==> src/rtl/led_mode_sequencer.sv <==
// led_mode_sequencer: picks one LED mode driver, keeps the rest in reset, and steps modes on a debounced press or a dwell timeout with a dark gap between modes.
module led_mode_sequencer #(
    parameter int NUM_MODES       = 4,
    parameter int DEBOUNCE_CYCLES = 240000,
    parameter int DWELL_CYCLES    = 60000000,
    parameter int BLANK_CYCLES    = 1200000
) (
    input  logic        clk,
    input  logic        rst_n,
    input  logic        btn_n,
    input  logic        auto_en,
    input  logic [31:0] mode_led_bus,
    output logic [3:0]  drv_rst_n,
    output logic [1:0]  mode_sel,
    output logic [7:0]  led_out,
    output logic        mode_change
);
    localparam int DB_W = $clog2(DEBOUNCE_CYCLES + 1);
    localparam int DW_W = $clog2(DWELL_CYCLES + 1);
    localparam int BL_W = $clog2(BLANK_CYCLES + 1);

    typedef enum logic {BLANK, RUN} state_t;

    state_t            state;
    logic              btn_s0, btn_s1, btn_stable;
    logic [DB_W-1:0]   db_cnt;
    logic [DW_W-1:0]   dwell_cnt;
    logic [BL_W-1:0]   blank_cnt;
    logic              db_hit, press, dwell_hit;
    logic [1:0]        next_mode;
    logic [3:0]        sel_onehot;

    assign db_hit     = (btn_s1 != btn_stable) && (db_cnt == DB_W'(DEBOUNCE_CYCLES - 1));
    assign press      = db_hit && !btn_s1;
    assign dwell_hit  = auto_en && (dwell_cnt == DW_W'(DWELL_CYCLES - 1));
    assign next_mode  = (mode_sel == 2'(NUM_MODES - 1)) ? 2'd0 : mode_sel + 2'd1;
    assign sel_onehot = 4'b0001 << mode_sel;

    always_ff @(posedge clk) begin
        if (!rst_n) begin
            btn_s0     <= 1'b1;
            btn_s1     <= 1'b1;
            btn_stable <= 1'b1;
            db_cnt     <= '0;
        end else begin
            btn_s0 <= btn_n;
            btn_s1 <= btn_s0;
            if (btn_s1 == btn_stable)
                db_cnt <= '0;
            else if (db_hit) begin
                btn_stable <= btn_s1;
                db_cnt     <= '0;
            end else
                db_cnt <= db_cnt + DB_W'(1);
        end
    end

    always_ff @(posedge clk) begin
        if (!rst_n) begin
            state       <= BLANK;
            blank_cnt   <= '0;
            dwell_cnt   <= '0;
            mode_sel    <= 2'd0;
            led_out     <= 8'h00;
            drv_rst_n   <= 4'b0000;
            mode_change <= 1'b0;
        end else begin
            mode_change <= 1'b0;
            if (state == BLANK) begin
                led_out   <= 8'h00;
                drv_rst_n <= 4'b0000;
                if (blank_cnt == BL_W'(BLANK_CYCLES - 1)) begin
                    state     <= RUN;
                    blank_cnt <= '0;
                    drv_rst_n <= sel_onehot;
                end else
                    blank_cnt <= blank_cnt + BL_W'(1);
            end else if (press || dwell_hit) begin
                // press and dwell expiry on the same cycle collapse into one advance
                state       <= BLANK;
                mode_sel    <= next_mode;
                dwell_cnt   <= '0;
                mode_change <= 1'b1;
                led_out     <= 8'h00;
                drv_rst_n   <= 4'b0000;
            end else begin
                led_out   <= mode_led_bus[{mode_sel, 3'b000} +: 8];
                drv_rst_n <= sel_onehot;
                dwell_cnt <= auto_en ? dwell_cnt + DW_W'(1) : '0;
            end
        end
    end
endmodule

==> config.mk <==
export PLATFORM = sky130hd
export DESIGN_NAME = led_mode_sequencer
export DESIGN_NICKNAME = d
export VERILOG_FILES = /design/src/rtl/led_mode_sequencer.sv
export SDC_FILE = /design/constraint.sdc
export NUM_CORES = 1
export LEC_CHECK = 0
export ABC_AREA = 1
export ABC_CLOCK_PERIOD_IN_PS = 3340
export BUFFER_PORTS_ARGS = -buffer_cell sky130_fd_sc_hd__buf_2
export CORE_MARGIN = 4
export CORE_UTILIZATION = 60
export CTS_BUF_LIST = sky130_fd_sc_hd__clkbuf_4
export DETAILED_ROUTE_END_ITERATION = 10
export PLACE_DENSITY = 0.81
export SYNTH_ARGS = -nofsm -noshare
export SYNTH_HDL_FRONTEND = slang
export SYNTH_SLANG_ARGS = --single-unit
==> constraint.sdc <==
create_clock -name clk -period 3.34 [get_ports clk]
set_input_delay 0 -clock clk [delete_from_list [all_inputs] [get_ports clk]]
set_output_delay 0 -clock clk [all_outputs]
set_load 0.05 [all_outputs]
==> impl_metrics.py <==
metrics = {
    "status": {
        "status": "finished, final reports clean",
    },
    "worst_hold_path": {
        "min_from": "auto_en",
        "hold_path_class": "in -> reg",
        "holdPathEnd": "dwell_cnt[1]",
        "holdPathStages": 3,
    },
    "cells_and_area": {
        "seq_area_um2": 1683,
        "stdcell_count": 888,
        "multiInputGateArea_um2": 2603,
        "area_growth_pct": 14.41,
        "fillerInstances": 633,
        "n_antenna_cell": 0,
        "layout-drive-gt1-share": 0.1407,
        "fin_nets": 827,
        "finalInstanceArea_um2": 5344,
    },
    "timing": {
        "tns_ns": 0,
        "setup_viol": 0,
        "min_period_ns": 2.727,
        "worst_pin_slew_ns": 0.6465,
        "rsz0062_at_grt": "no",
        "final-max-slew-violation-count": 0,
        "max_clock_freq_ghz": 0.3667,
        "clock_skew_ns": 0.01635,
        "whs_ns": 0.07048,
        "fin_crit_sh": 0.8165,
        "hold_viol": 0,
        "maxSlewHeadroom": 0.5682,
    },
    "power_and_ir_drop": {
        "seq_power_share": 0.592,
        "p_clk_frac": 0.363,
        "p_per_area_nw_per_um2": 319.3,
        "power_leakage_nw": 2.007,
        "switching_share": 0.2521,
        "peakVddDrop_mv": 0.1833,
        "comb_power_share": 0.045,
        "p_switching_uw": 430.1,
        "internal-power_mw": 1.276,
        "total_power_mw": 1.706,
    },
    "global_route": {
        "grt_overflow_total": 0,
        "grt_pass1_wl_um": 20030,
        "grt_pass1_vias": 4610,
        "grt_max_degree": 39,
        "antenna_found_initial": 0,
        "grt_use_total": 0.2710,
    },
    "floorplanning": {
        "core_area_um2": 7408,
        "io_pins": 51,
        "initial_core_util": 0.6305,
        "die_h_um": 96.23,
        "die-area_um2": 9260,
        "die_w_um": 96.23,
        "fp-row-count": 31,
    },
    "synth": {
        "yosys_warnings": 0,
        "ys_types": 42,
        "syn_avg_cell_area_um2": 6.532,
        "netlist_instances": 715,
        "syn_nets": 758,
        "synth_area_leaders": "dfxtp_1 36%, nand2_1 14%, nor2_1 11%",
        "ys.flop_type": "dfxtp_1",
        "yosys-top-cells-count": "178 x nand2_1, 134 x nor2_1, 84 x dfxtp_1, 59 x inv_1, 57 x nand3_1",
        "synthAdderAreaFrac": 0.01875,
        "synth_compound_area_frac": 0.1037,
        "ys_async_sr_fraction": 0,
        "ys_seq_elements": 84,
        "syn_area_um2": 4671,
        "yosys.area.top_type": "dfxtp_1",
        "synth-xor-area-share": 0.03188,
        "synth_top_family_by_area": "simple AND/OR/NAND/NOR gates",
        "synth_mux_area_frac": 0,
        "synth_edf_count": 0,
        "yosys.area_share.simple": 0.4010,
        "ys_seq_area_frac": 0.3600,
        "yosysMostFrequentCell": "nand2_1",
        "netlist.area_leader.share": 0.3600,
    },
    "critical_path": {
        "crit_family": "buffers and inverters",
        "crit_fanout": 21,
        "worstPathRequired_ns": 3.68,
        "path_class": "reg -> reg",
        "reg2reg_to": "led_out[6]",
        "worstRegToRegCells": 7,
        "worst-path-buf-inv": 3,
        "cp_slowest_cell": "dfxtp_2",
        "path_depth": 7,
        "path_cells": "clkinvlp_4, nor2_1, nor2_1, o21ai_0, dlygate4sd3_1, a21oi_1, dlygate4sd3_1",
        "max_stage_delay_ns": 0.59,
        "endpoint_kind": "register",
        "regToRegSetupSlack_ns": 0.61,
        "crit_arrival_ns": 3.07,
        "start_kind": "register",
        "timing.rr.start": "mode_sel[0]",
    },
    "cts": {
        "worstSkewPairLatency_ns": 0.44,
        "root_buffer": "clkbuf_4",
        "clkTransAtPathRegs_ns": 0.14,
        "postCtsSetupBuffers": 0,
        "cts_sinks": 84,
        "cts_tree": "done",
        "clockBufferDepth": 2,
        "numCtsBuffers": 9,
        "cts_max_level": 3,
    },
    "routing": {
        "drc": 0,
        "first_pass_iters": 5,
        "drt-vias-per-instance": 5.398,
        "finalWirelength_um": 11910,
        "final_antenna_net_count": 0,
        "wl_per_cell_um": 13.41,
        "num_vias": 4793,
        "drt_iter0_drc": 301,
    },
    "place": {
        "io_buffers": 50,
        "dp_cells": 846,
        "place_area_um2": 4928,
        "place_congestion": 0.8868,
        "dp_hpwl_um": 7998,
    },
    "run": {
        "maxCapViolations": 0,
    },
}
worst min-delay path: cells and delay by family:
| family | cells | cell delay (ns) |
|---|---|---|
| AOI/OAI and AO/OA | 1 | 0.07 |
| buffers and inverters | 1 | 0.28 |
| and+or+nand+nor | 1 | 0.11 |
registers in the layout, summed over array words and instances, names as in the netlist:
name,count
btn_stable,1
mode_sel,2
db_cnt,18
drv_rst_n,4
led_out,8
state,1
blank_cnt,21
btn_s0,1
dwell_cnt,26
mode_change,1
btn_s1,1
power groups by stage:
stage / combinational, mW / clock (mW) / sequential [mW]
finish: 0.0772 / 0.619 / 1.01
global route: 0.0840 / 0.664 / 1.01
global placement: 0.0563 / 0 / 1.03
detailed placement: 0.0582 / 0 / 1.03
CTS: 0.0735 / 0.618 / 1.01
floorplan: 0.0321 / 0 / 1.03
routing by layer:
layer,up-vias,wire length [um],global-route usage
li1,2424,-,-
met1,2182,5048,0.3386
met2,159,5936,0.4618
met3,28,652,0.05004
met4,0,272,0.1007
met5,-,0,0
placed cells by master (no fill, tap or decap), types with 14 or more instances in the layout:
cell,instances
nand4_1,14
inv_1,59
nand3_1,57
nand2_1,178
a21oi_1,22
o21ai_0,37
dlygate4sd3_1,26
nor3_1,18
buf_2,50
nor2_1,134
dfxtp_1,83
stage by stage:
step / setup slack (ns) / util
finish: 0.6127 / 0.7213
global route: 0.4209 / 0.7213
CTS: 0.3027 / 0.7195
detailed placement: 0.7792 / 0.6653
global placement: 0.9668 / 0.6653
floorplan: 1.399 / -
how the worst max path moves through the flow:
stage,end,from
6_report,led_out[6],mode_sel[0]
5_1_grt,led_out[4],mode_sel[0]
2_1_floorplan,mode_sel[1],mode_sel[0]
3_5_place_dp,dwell_cnt[20],db_cnt[0]
3_3_place_gp,dwell_cnt[5],dwell_cnt[0]
4_1_cts,led_out[6],mode_sel[0]
final cells by class:
cell class              instances  share of cell area
flip-flops and latches         84              0.3149
clock inverters                 7             0.01381
clock buffers                   9             0.01264
well taps                      99             0.02318
repair buffers                 77             0.09693
multi-input cells             540              0.4870
inverters                      72             0.05151
logic make-up (layout without fill, tap and decap cells):
kind of cell               Yosys count  count (layout)
DFF                                 84              84
xor gates and xnor gates            17              17
buffers and inverters               91             165
AOI/OAI and AO/OA                   84              84
and+or+nand+nor                    432             432
adders and majority gates            7               7
timing repair:
| item | 4_1_cts | 5_1_grt |
|---|---|---|
| hold buffers | 26 | 0 |
| hold endpoints to repair | 13 | 0 |
| endpoints found under the setup margin | 0 | 6 |
| resized for setup | 0 | 3 |
(Power assumes the default switching activity.)
